--- config.mk ---
export PLATFORM = sky130hd
export DESIGN_NAME = sample_uart_tx
export DESIGN_NICKNAME = d
export VERILOG_FILES = /design/src/rtl/sample_uart_tx.sv
export SDC_FILE = /design/constraint.sdc
export NUM_CORES = 1
export LEC_CHECK = 0
export BUFFER_PORTS_ARGS = -buffer_cell sky130_fd_sc_hd__buf_4
export CAP_MARGIN = 20
export CORE_MARGIN = 2
export CORE_UTILIZATION = 45
export CTS_BUF_LIST = sky130_fd_sc_hd__clkbuf_4 sky130_fd_sc_hd__clkbuf_8
export DETAILED_ROUTE_END_ITERATION = 7
export GPL_TIMING_DRIVEN = 0
export SETUP_SLACK_MARGIN = 0.4
export SYNTH_ARGS = -nofsm -noshare
export SYNTH_HDL_FRONTEND = slang
export SYNTH_SLANG_ARGS = --single-unit
--- constraint.sdc ---
create_clock -name clk -period 2.7 [get_ports clk]
set_clock_uncertainty 0.15 [all_clocks]
set_input_delay 0.27 -clock clk [delete_from_list [all_inputs] [get_ports clk]]
set_output_delay 0.27 -clock clk [all_outputs]
set_load 0.02 [all_outputs]
--- src/rtl/sample_uart_tx.sv ---
`default_nettype none
// ============================================================================
// Module      : sample_uart_tx
// Description : Sample FIFO feeding a UART-style serialiser
//               (start, LSB-first data, optional even parity, stop).
// Revision    : 1.0 - initial release
// ============================================================================
module sample_uart_tx #(
  parameter int DATA_IN_LEN  = 10,
  parameter int CLKS_PER_BIT = 16,
  parameter int FIFO_POWER   = 2,
  parameter bit PARITY_EN    = 1'b1
) (
  input  logic                   clk,
  input  logic                   reset,
  input  logic [DATA_IN_LEN-1:0] data_in,
  input  logic                   strobe_in,
  output logic                   tx,
  output logic                   busy,
  output logic [FIFO_POWER:0]    fifo_level,
  output logic                   overflow
);

  localparam int c_DEPTH  = 2 ** FIFO_POWER;
  localparam int c_BAUD_W = (CLKS_PER_BIT > 1) ? $clog2(CLKS_PER_BIT) : 1;
  localparam int c_BIT_W  = (DATA_IN_LEN > 1) ? $clog2(DATA_IN_LEN) : 1;
  localparam logic [c_BAUD_W-1:0]   c_BAUD_LAST  = c_BAUD_W'(CLKS_PER_BIT - 1);
  localparam logic [c_BIT_W-1:0]    c_BIT_LAST   = c_BIT_W'(DATA_IN_LEN - 1);
  localparam logic [FIFO_POWER:0]   c_LEVEL_FULL = (FIFO_POWER + 1)'(c_DEPTH);

  typedef enum logic [2:0] {
    S_IDLE   = 3'd0,
    S_START  = 3'd1,
    S_DATA   = 3'd2,
    S_PARITY = 3'd3,
    S_STOP   = 3'd4
  } state_e;

  state_e                   state_q, state_d;
  logic [c_BAUD_W-1:0]      baud_q, baud_d;
  logic [c_BIT_W-1:0]       bit_q, bit_d;
  logic [DATA_IN_LEN-1:0]   shift_q, shift_d;
  logic                     parity_q, parity_d;
  logic                     tx_q, tx_d;
  logic                     busy_q, busy_d;
  logic [FIFO_POWER:0]      level_q, level_d;
  logic [FIFO_POWER-1:0]    wr_ptr_q, wr_ptr_d;
  logic [FIFO_POWER-1:0]    rd_ptr_q, rd_ptr_d;
  logic                     overflow_q, overflow_d;
  logic [DATA_IN_LEN-1:0]   mem_q [c_DEPTH];

  logic                     pop;
  logic                     push;
  logic                     fifo_full;
  logic                     baud_last;
  logic [DATA_IN_LEN-1:0]   head;

  assign head = mem_q[rd_ptr_q];

  // A pop frees the head slot on the same edge, so a push into a full FIFO
  // is still accepted when it coincides with the IDLE->START transition.
  always_comb begin
    pop        = (state_q == S_IDLE) && (level_q != '0);
    fifo_full  = (level_q == c_LEVEL_FULL);
    push       = strobe_in && (!fifo_full || pop);
    wr_ptr_d   = wr_ptr_q;
    rd_ptr_d   = rd_ptr_q;
    level_d    = level_q;
    overflow_d = overflow_q;
    if (push) begin
      wr_ptr_d = wr_ptr_q + 1'b1;
    end
    if (pop) begin
      rd_ptr_d = rd_ptr_q + 1'b1;
    end
    if (push && !pop) begin
      level_d = level_q + 1'b1;
    end else if (!push && pop) begin
      level_d = level_q - 1'b1;
    end
    if (strobe_in && !push) begin
      overflow_d = 1'b1;
    end
  end

  always_ff @(posedge clk) begin
    if (push) begin
      mem_q[wr_ptr_q] <= data_in;
    end
  end

  always_comb begin
    state_d   = state_q;
    baud_d    = baud_q;
    bit_d     = bit_q;
    shift_d   = shift_q;
    parity_d  = parity_q;
    baud_last = (baud_q == c_BAUD_LAST);
    case (state_q)
      S_IDLE: begin
        baud_d = '0;
        bit_d  = '0;
        if (pop) begin
          state_d  = S_START;
          shift_d  = head;
          parity_d = ^head;
        end
      end
      S_START: begin
        if (baud_last) begin
          baud_d  = '0;
          state_d = S_DATA;
        end else begin
          baud_d = baud_q + 1'b1;
        end
      end
      S_DATA: begin
        if (baud_last) begin
          baud_d  = '0;
          shift_d = shift_q >> 1;
          if (bit_q == c_BIT_LAST) begin
            bit_d   = '0;
            state_d = PARITY_EN ? S_PARITY : S_STOP;
          end else begin
            bit_d = bit_q + 1'b1;
          end
        end else begin
          baud_d = baud_q + 1'b1;
        end
      end
      S_PARITY: begin
        if (baud_last) begin
          baud_d  = '0;
          state_d = S_STOP;
        end else begin
          baud_d = baud_q + 1'b1;
        end
      end
      S_STOP: begin
        if (baud_last) begin
          baud_d  = '0;
          state_d = S_IDLE;
        end else begin
          baud_d = baud_q + 1'b1;
        end
      end
      default: begin
        baud_d  = '0;
        bit_d   = '0;
        state_d = S_IDLE;
      end
    endcase

    // Line level is decoded from the next state so tx leaves a flop.
    tx_d = 1'b1;
    case (state_d)
      S_START:  tx_d = 1'b0;
      S_DATA:   tx_d = shift_d[0];
      S_PARITY: tx_d = parity_d;
      default:  tx_d = 1'b1;
    endcase

    busy_d = (state_d != S_IDLE) || (level_d != '0);
  end

  always_ff @(posedge clk) begin
    if (reset) begin
      state_q    <= S_IDLE;
      baud_q     <= '0;
      bit_q      <= '0;
      shift_q    <= '0;
      parity_q   <= 1'b0;
      tx_q       <= 1'b1;
      busy_q     <= 1'b0;
      level_q    <= '0;
      wr_ptr_q   <= '0;
      rd_ptr_q   <= '0;
      overflow_q <= 1'b0;
    end else begin
      state_q    <= state_d;
      baud_q     <= baud_d;
      bit_q      <= bit_d;
      shift_q    <= shift_d;
      parity_q   <= parity_d;
      tx_q       <= tx_d;
      busy_q     <= busy_d;
      level_q    <= level_d;
      wr_ptr_q   <= wr_ptr_d;
      rd_ptr_q   <= rd_ptr_d;
      overflow_q <= overflow_d;
    end
  end

  assign tx         = tx_q;
  assign busy       = busy_q;
  assign fifo_level = level_q;
  assign overflow   = overflow_q;

endmodule
`default_nettype wire

==> run metrics, run 1 <==
Post-Synthesis Cells=246; proportion of synthesized chip area in sequential cells=0.5931; required time worst endpoint=2820 ps; Flop pwr share=0.378; clock transition at the register clock pins on the worst setup and hold paths after CTS=80 ps; minimum clock period after layout=2222 ps; maximum number of pins on one net before global-route repair=16; Die Ht=87.97 um; number of distinct standard cells referenced by the synthesized netlist=47; count of routing violations after the opening detailed-route iteration=92; total routing resource utilization after global routing=0.1629; power density over the cells=1019 nW/um2; Port Buffers=17; proportion of netlist area held by the largest area contributor=0.3785; Post-synth top cells=sky130_fd_sc_hd__edfxtp_1, sky130_fd_sc_hd__dfxtp_1, sky130_fd_sc_hd__nor2_1; number of setup violations in the final report=0; peak ir drop on the vdd network=0.0003858 V; diodes inserted=0; share of layout cells above drive strength 1=0.2297; switch share=0.3468; number of global-route vias before repair=1927; Area after DPL=3421 um2; top post-synthesis cells by area=sky130_fd_sc_hd__edfxtp_1, sky130_fd_sc_hd__dfxtp_1, sky130_fd_sc_hd__mux4_1; remaining global-route overflow=0; Core Region=6794 um2; Post-Route Setup TNS=0 ps; P&R area growth vs syn=20.94%; EDFF count, synth=40; TritonCTS clock tree=yes; buffer levels on the longest clock path=2; die area=7739 um2; count leader, synth=sky130_fd_sc_hd__edfxtp_1; Async S/R FF share, synth=0; synthesized cell area=3173 um2; multi-input logic area=1237 um2; vias=2026; remaining antenna violation count after routing=0; Layout Nets=314; DR DRC count=0; peak clock frequency supported by timing=0.4500 GHz; number of warnings issued by yosys=0; max capacitance violation total=0; endpoint type of the worst setup path=register; kind of start point of the critical path=register; worst skew pair latency=350 ps; status=finished clean; start-to-end type of the worst setup path=reg2reg; Synth area leader=sky130_fd_sc_hd__edfxtp_1; HPWL after detailed placement=3753 um; Filler Cell Count=555; total number of H-tree levels=3; clock sink total=74; setup repair after global routing missed its margin=yes; post-placement worst setup slack=214.5 ps; standard-cell rows=30; tightest slew margin relative to the limit=0.6625; starting utilization of the core area=0.4670; Max Slew Vio Count=0; Horiz. Die Dim=87.97 um; number of flip-flops and latches in the synthesized netlist=74; DRT Wirelength=5839 um; Pint=2.553 mW; buffer cell driving the clock tree root=sky130_fd_sc_hd__clkbuf_8; number of antenna violations at the first check in global routing=0; overall power consumption=3.909 mW; ratio of final minimum period to clock period=0.8231; slew at the pin closest to its max-slew limit=506.3 ps; min-delay worst type=in2reg; Routed wire per std cell=14.90 um; vias per cell=5.168; total net switching power=1.355 mW; Syn Area/Cell=12.90 um2; total CTS buffers=9; dominant register cell in the synthesized netlist=sky130_fd_sc_hd__edfxtp_1; highest net fanout along the worst path=5; Arrival @ worst endpoint=2340 ps; post-route core utilization=0.5648; total non-filler cell area in the finished layout=3837 um2; global placement routability congestion=0.7401; post-synthesis net count=269; Register Area=1886 um2; share of power burned in the clock network=0.230; share of power burned in combinational logic=0.392; slack of the critical path=477.7 ps; 1st-pass router iterations=4; first-pass GRT wire length=9446 um; Leak Pwr=1.382 nW; number of primary I/O pins=19; final hold violations=0
==> through the flow <==
step	hold WS (ps)	cells
3_3_place_gp	281.7	359
4_1_cts	101.6	385
2_1_floorplan	218.9	246
6_report	107.2	392
5_1_grt	135.5	392
3_5_place_dp	291.9	359
==> repair_timing <==
item / CTS / global route
hold buffers: 10 / 0
setup endpoints to repair: 52 / 54
gates resized for setup: 7 / 18
setup buffers: 0 / 6
endpoints found under the hold margin: 40 / 0
gates cloned: 0 / 1
pin swaps: 0 / 5
==> cell families (layout without fill, tap and decap cells) <==
family | count (synthesis) | count (layout) | synth area share
simple gates | 72 | 72 | 0.1081
xor+xnor | 18 | 18 | 0.05639
fa+ha+maj | 10 | 10 | 0.03943
mux | 12 | 12 | 0.08557
compound gates | 41 | 41 | 0.09227
buf+inv | 19 | 69 | 0.02523
flops | 74 | 74 | 0.5931
==> metal layers <==
layer  GRT usage  vias to the layer above  routed length (um)
met3     0.03393                       10                 134
met1      0.2122                      992                2798
li1            -                      992                   -
met4     0.07972                        0                 109
met5           0                        -                   0
met2      0.2596                       32                2797
==> state kept, by name, summed over array words and instances, names as in the netlist, named ones only <==
name,flops
bit_q,4
shift_q,10
mem_q,40
overflow,1
busy,1
state_q,3
rd_ptr_q,2
fifo_level,3
tx,1
wr_ptr_q,2
baud_q,4
parity_q,1
==> cells in the final DEF (no fill, tap or decap), types with 2 or more instances in the layout <==
cell type                       netlist  layout
sky130_fd_sc_hd__mux4_2               3       8
sky130_fd_sc_hd__and2_2               0       4
sky130_fd_sc_hd__buf_4                0      23
sky130_fd_sc_hd__a22oi_1              9       9
sky130_fd_sc_hd__clkinv_4             0       2
sky130_fd_sc_hd__nand2_1             15      15
sky130_fd_sc_hd__mux2i_1              2       2
sky130_fd_sc_hd__a21o_1               2       2
sky130_fd_sc_hd__clkbuf_8             0       9
sky130_fd_sc_hd__ha_1                10      10
sky130_fd_sc_hd__nor3_1               4       4
sky130_fd_sc_hd__nor3b_1              2       2
sky130_fd_sc_hd__nor2_2               0       2
sky130_fd_sc_hd__nor2b_1              3       2
sky130_fd_sc_hd__clkbuf_1             8       6
sky130_fd_sc_hd__a21oi_1             11      11
sky130_fd_sc_hd__dlygate4sd3_1        0      10
sky130_fd_sc_hd__and3_1               2       2
sky130_fd_sc_hd__o211ai_1             3       3
sky130_fd_sc_hd__o21a_1               2       2
sky130_fd_sc_hd__nand2b_1             3       3
sky130_fd_sc_hd__xnor2_2              1       3
sky130_fd_sc_hd__nor2_1              27      25
sky130_fd_sc_hd__mux4_1               7       2
sky130_fd_sc_hd__clkbuf_2             1       2
sky130_fd_sc_hd__edfxtp_1            40      40
sky130_fd_sc_hd__xor2_1               5       5
sky130_fd_sc_hd__inv_6                0       2
sky130_fd_sc_hd__inv_1                8       8
sky130_fd_sc_hd__and2_1               6       2
sky130_fd_sc_hd__xnor2_1             11       9
sky130_fd_sc_hd__a31oi_1              3       3
sky130_fd_sc_hd__nand3_1              4       3
sky130_fd_sc_hd__dfxtp_1             34      33
==> power by group through the flow <==
stage | clock network, mW | registers (mW) | logic (mW)
global route | 0.970 | 1.50 | 1.70
detailed placement | 0 | 1.49 | 1.34
CTS | 0.919 | 1.47 | 1.37
finish | 0.899 | 1.48 | 1.53
global placement | 0 | 1.49 | 1.33
floorplan | 0 | 1.51 | 1.00
==> worst max-delay path, stage by stage (launching register included) <==
cell,delay (ps)
sky130_fd_sc_hd__dfxtp_4,380
sky130_fd_sc_hd__buf_8,130
sky130_fd_sc_hd__mux4_2,550
sky130_fd_sc_hd__xnor2_2,170
sky130_fd_sc_hd__xnor3_1,450
sky130_fd_sc_hd__xnor2_2,160
sky130_fd_sc_hd__a211oi_2,160
==> path summary, 6_finish.rpt <==
check                  from         to  slack [ps]  cells after the start
setup / recovery   register   parity_q         480                      6
hold / removal    strobe_in   overflow         110                      3
setup reg to reg   register   parity_q         480                      6
hold reg to reg   baud_q[0]  baud_q[0]         310                      1
==> cell type report <==
class                           instances  share of cell area
Buffer                                 11             0.01532
Multi-Input combinational cell        153              0.3225
Inverter                                8            0.007825
Sequential cell                        74              0.4914
Timing Repair Buffer                   34             0.07760
Clock buffer                            9             0.03228
Tap cell                               96             0.03130
Clock inverter                          7             0.02185
Note: power is estimated with default switching activity, not from simulation.
==> run 2: changes to the inputs <==
clock period = 2 ns   (was 2.7 ns; I/O delays follow)
==> run metrics, run 2 (synthesis results as in run 1) <==
max capacitance violation total=0; Core Region=6794 um2; share of power burned in the clock network=0.187; switch share=0.3570; Die Ht=87.97 um; Worst Hold Margin=98.50 ps; Post-Route Setup TNS=-198.4 ps; Layout Nets=345; tightest slew margin relative to the limit=0.6070; number of cells traversed by the worst register-to-register path=6; Worst Hold Endpoint=overflow; min-delay worst type=in2reg; number of global-route vias before repair=2174; buffer levels on the longest clock path=2; remaining antenna violation count after routing=0; minimum clock period after layout=2198 ps; reg-to-reg setup timing slack=-200 ps; HPWL after detailed placement=3851 um; Filler Cell Count=472; register with the most flip-flops=mem_q; Max Slew Vio Count=0; total net switching power=2.349 mW; peak ir drop on the vdd network=0.0005633 V; top flop regs=mem_q x40, shift_q x10; clock transition at the register clock pins on the worst setup and hold paths after CTS=90 ps; share of layout cells above drive strength 1=0.4771; clock sink total=74; TritonCTS clock tree=yes; setup repair after global routing missed its margin=yes; start-to-end type of the worst setup path=reg2reg; starting utilization of the core area=0.4670; total routing resource utilization after global routing=0.1911; power density over the cells=1442 nW/um2; ratio of final minimum period to clock period=1.099; number of antenna violations at the first check in global routing=0; Port Buffers=17; remaining global-route overflow=0; worst skew pair latency=350 ps; diodes inserted=0; endpoint type of the worst setup path=register; final hold violations=0; Pint=4.231 mW; vias per cell=5.253; Worst Hold Launch=strobe_in; share of power burned in combinational logic=0.502; violations in the final reports=setup timing; slack of the critical path=-198.4 ps; required time worst endpoint=2130 ps; Horiz. Die Dim=87.97 um; total CTS buffers=9; DR DRC count=0; vias=2222; DRT Wirelength=7175 um; highest net fanout along the worst path=8; buffer cell driving the clock tree root=sky130_fd_sc_hd__clkbuf_8; P&R area growth vs syn=43.77%; Arrival @ worst endpoint=2320 ps; status=finished, violations left; Flop pwr share=0.311; number of setup violations in the final report=1; peak clock frequency supported by timing=0.4549 GHz; count of routing violations after the opening detailed-route iteration=86; post-route core utilization=0.6715; first-pass GRT wire length=10980 um; slew at the pin closest to its max-slew limit=589.5 ps; overall power consumption=6.580 mW; global placement routability congestion=0.7656; number of primary I/O pins=19; number of flip-flops in the largest register=40; hold-critical path depth=3; endpoint of the worst register-to-register path=parity_q; standard-cell rows=30; die area=7739 um2; post-placement worst setup slack=-203.6 ps; total number of H-tree levels=3; Routed wire per std cell=16.96 um; Leak Pwr=1.660 nW; commonest non-fill, non-tap cell in the layout=sky130_fd_sc_hd__edfxtp_1; maximum number of pins on one net before global-route repair=16; most frequent cells in the layout=sky130_fd_sc_hd__edfxtp_1, sky130_fd_sc_hd__buf_4, sky130_fd_sc_hd__dfxtp_1; 1st-pass router iterations=4; kind of start point of the critical path=register
-- run 2: cell count changes in the layout (fill, tap and decap cells not counted), sizes merged, moves of 2 or more --
cell    previous run  this run
buf               25        55
and2               6        10
clkbuf            19        15
clkinv             2         0
-- run 2: area by class of cell --
cell class | count | area [um2] | share of cell area
Clock buffer | 9 | 123.9 | 0.02715
Inverter | 8 | 30.03 | 0.006583
Clock inverter | 7 | 82.58 | 0.01810
Timing Repair Buffer | 60 | 543.0 | 0.1190
Sequential cell | 74 | 1903 | 0.4172
Multi-Input combinational cell | 158 | 1642 | 0.3598
Buffer | 11 | 117.6 | 0.02578
Tap cell | 96 | 120.1 | 0.02633
-- run 2: per-layer routing --
metal / up-vias / part of all wire / global-route usage
met4: 0 / 0.015 / 0.06014
met1: 1116 / 0.47 / 0.2626
met2: 33 / 0.48 / 0.3003
li1: 1063 / - / -
met3: 10 / 0.030 / 0.04807
met5: - / 0 / 0
-- run 2: repair_timing --
item | 4_1_cts | 5_1_grt
setup endpoints to repair | 69 | 71
hold endpoints to repair | 40 | 0
cloned | 5 | 1
setup buffers | 23 | 9
gates resized for setup | 62 | 31
hold buffers | 10 | 0
pin swaps | 29 | 26
-- run 2: worst max-delay path by stage --
stage | slack [ps] | end | startpoint
after CTS | -180 | parity_q | register
after detailed placement | -200 | parity_q | register
after floorplan | -60 | parity_q | register
final | -200 | parity_q | register
after global placement | -170 | parity_q | register
after global routing | -310 | parity_q | register
-- run 2: per-stage QoR --
stage,area (um2),std cells
detailed placement,3556,359
finish,4562,423
CTS,4357,413
floorplan,3308,246
global placement,3556,359
global route,4562,423
-- run 2: power by group through the flow --
stage                     logic [mW]  registers [mW]  clock network (mW)
after floorplan                 1.58            2.07                   0
after global placement          2.03            2.04                   0
after detailed placement        2.05            2.05                   0
after CTS                       2.88            2.03                1.24
after global routing            3.52            2.08                1.31
final                           3.30            2.05                1.23
-- run 2: critical path, stage by stage, from the launching register on --
cell and delay (ps):
sky130_fd_sc_hd__dfxtp_2 350, sky130_fd_sc_hd__buf_12 120, sky130_fd_sc_hd__mux4_2 560, sky130_fd_sc_hd__xor2_2 180, sky130_fd_sc_hd__xnor3_1 420, sky130_fd_sc_hd__xnor2_1 160, sky130_fd_sc_hd__a211oi_2 190
==> run 3: changes to the inputs <==
RECOVER_POWER = 50   (was unset)
==> run metrics, run 3 (synthesis results as in run 1) <==
endpoint type of the worst setup path=register; GR met3 Demand/Resource=0.04807; remaining global-route overflow=0; max capacitance violation total=0; number of flip-flops in the largest register=40; peak ir drop on the vdd network=0.0005661 V; commonest non-fill, non-tap cell in the layout=sky130_fd_sc_hd__edfxtp_1; violations in the final reports=setup timing; slack of the critical path=-198.9 ps; most frequent cells in the layout=sky130_fd_sc_hd__edfxtp_1, sky130_fd_sc_hd__dfxtp_1, sky130_fd_sc_hd__nor2_1; post-route core utilization=0.6637; remaining antenna violation count after routing=0; vias=2232; DR DRC count=0; TritonCTS clock tree=yes; status=finished, violations left; total CTS buffers=9; number of setup violations in the final report=1; Die Ht=87.97 um; starting utilization of the core area=0.4670; buffer levels on the longest clock path=2; start-to-end type of the worst setup path=reg2reg; maximum number of pins on one net before global-route repair=16; Register Area=1899 um2; buffer and inverter count on the worst path=1; HPWL after detailed placement=3851 um; Filler Cell Count=495; total number of H-tree levels=3; ratio of final minimum period to clock period=1.099; diodes inserted=0; minimum clock period after layout=2199 ps; register with the most flip-flops=mem_q; Arrival @ worst endpoint=2330 ps; standard cell with the maximum stage delay on the critical path=sky130_fd_sc_hd__mux4_2; power density over the cells=1453 nW/um2; Leak Pwr=1.612 nW; kind of start point of the critical path=register; worst skew pair latency=350 ps; 1st-pass router iterations=4; cell chain of the critical path=buf_12, mux4_2, xor2_2, xnor3_1, xnor2_1, a211oi_2; min-delay worst type=in2reg; final hold violations=0; first-pass GRT wire length=10980 um; count of routing violations after the opening detailed-route iteration=80; Horiz. Die Dim=87.97 um; die area=7739 um2; total routing resource utilization after global routing=0.1911; number of global-route vias before repair=2174; cell family with most CP delay=XOR/XNOR gates; slew at the pin closest to its max-slew limit=619.9 ps; clock sink total=74; required time worst endpoint=2130 ps; top flop regs=mem_q x40, shift_q x10; met1 layer usage reported by global route=0.2626; multi-input logic area=1642 um2; Layout Nets=345; global placement routability congestion=0.7656; buffer cell driving the clock tree root=sky130_fd_sc_hd__clkbuf_8; met2 track demand over resource=0.3003; post-placement worst setup slack=-203.6 ps; most utilized layer in the global route result=met2; Routed wire per std cell=17.04 um; vias per cell=5.277; clock transition at the register clock pins on the worst setup and hold paths after CTS=90 ps; Area after DPL=3556 um2; DRT Wirelength=7208 um; total non-filler cell area in the finished layout=4509 um2; tightest slew margin relative to the limit=0.5867; setup repair after global routing missed its margin=yes; Max Slew Vio Count=0; Port Buffers=17; P&R area growth vs syn=42.11%; number of primary I/O pins=19; peak clock frequency supported by timing=0.4548 GHz; CP max stage delay=560 ps; standard-cell rows=30; Core Region=6794 um2; share of layout cells above drive strength 1=0.4343; highest net fanout along the worst path=8; number of antenna violations at the first check in global routing=0; Post-Route Setup TNS=-198.9 ps
run 3: worst min-delay path: stages:
cell and delay, ps:
sky130_fd_sc_hd__buf_4 170, sky130_fd_sc_hd__a41oi_1 120, sky130_fd_sc_hd__nor2_1 70
run 3: timing repair:
item | in CTS | in global routing
pin swaps | 29 | 26
cloned | 5 | 1
buffers inserted | 23 | 9
hold buffers | 10 | 0
gates resized for setup | 62 | 31
hold endpoints to repair | 40 | 0
setup endpoints to repair | 69 | 71
run 3: layer usage:
metal | part of all wire | wire length (um) | up-vias
met5 | 0 | 0 | -
met1 | 0.47 | 3394 | 1122
met2 | 0.48 | 3443 | 39
met3 | 0.036 | 263 | 10
li1 | - | - | 1061
met4 | 0.015 | 106 | 0
run 3: cell type report:
| type | instances | share of cell area |
|---|---|---|
| clock inverters | 7 | 0.01831 |
| plain buffers | 11 | 0.02608 |
| repair buffers | 60 | 0.1096 |
| well taps | 96 | 0.02664 |
| inverters | 8 | 0.006659 |
| multi-input cells | 158 | 0.3640 |
| flip-flops and latches | 74 | 0.4212 |
| clock buffers | 9 | 0.02747 |
run 3: worst paths after layout:
kind | start | to | slack (ps) | cells after the start
min reg2reg | overflow | overflow | 330 | 2
min | strobe_in | overflow | 100 | 3
max | register | parity_q | -200 | 6
max reg2reg | register | parity_q | -200 | 6
run 3: power breakdown:
group | internal, mW | total (mW) | switching [mW]
registers | 1.87 | 2.04 | 0.175
logic | 1.73 | 3.28 | 1.54
clock network | 0.598 | 1.23 | 0.634
run 3: metrics by stage:
stage          std cells  total power, mW  hold WS (ps)
3_5_place_dp         359            4.101         252.7
2_1_floorplan        246            3.651         148.9
6_report             423            6.551         97.64
4_1_cts              413            6.146         75.50
3_3_place_gp         359            4.068         251.2
5_1_grt              423            6.884         128.7
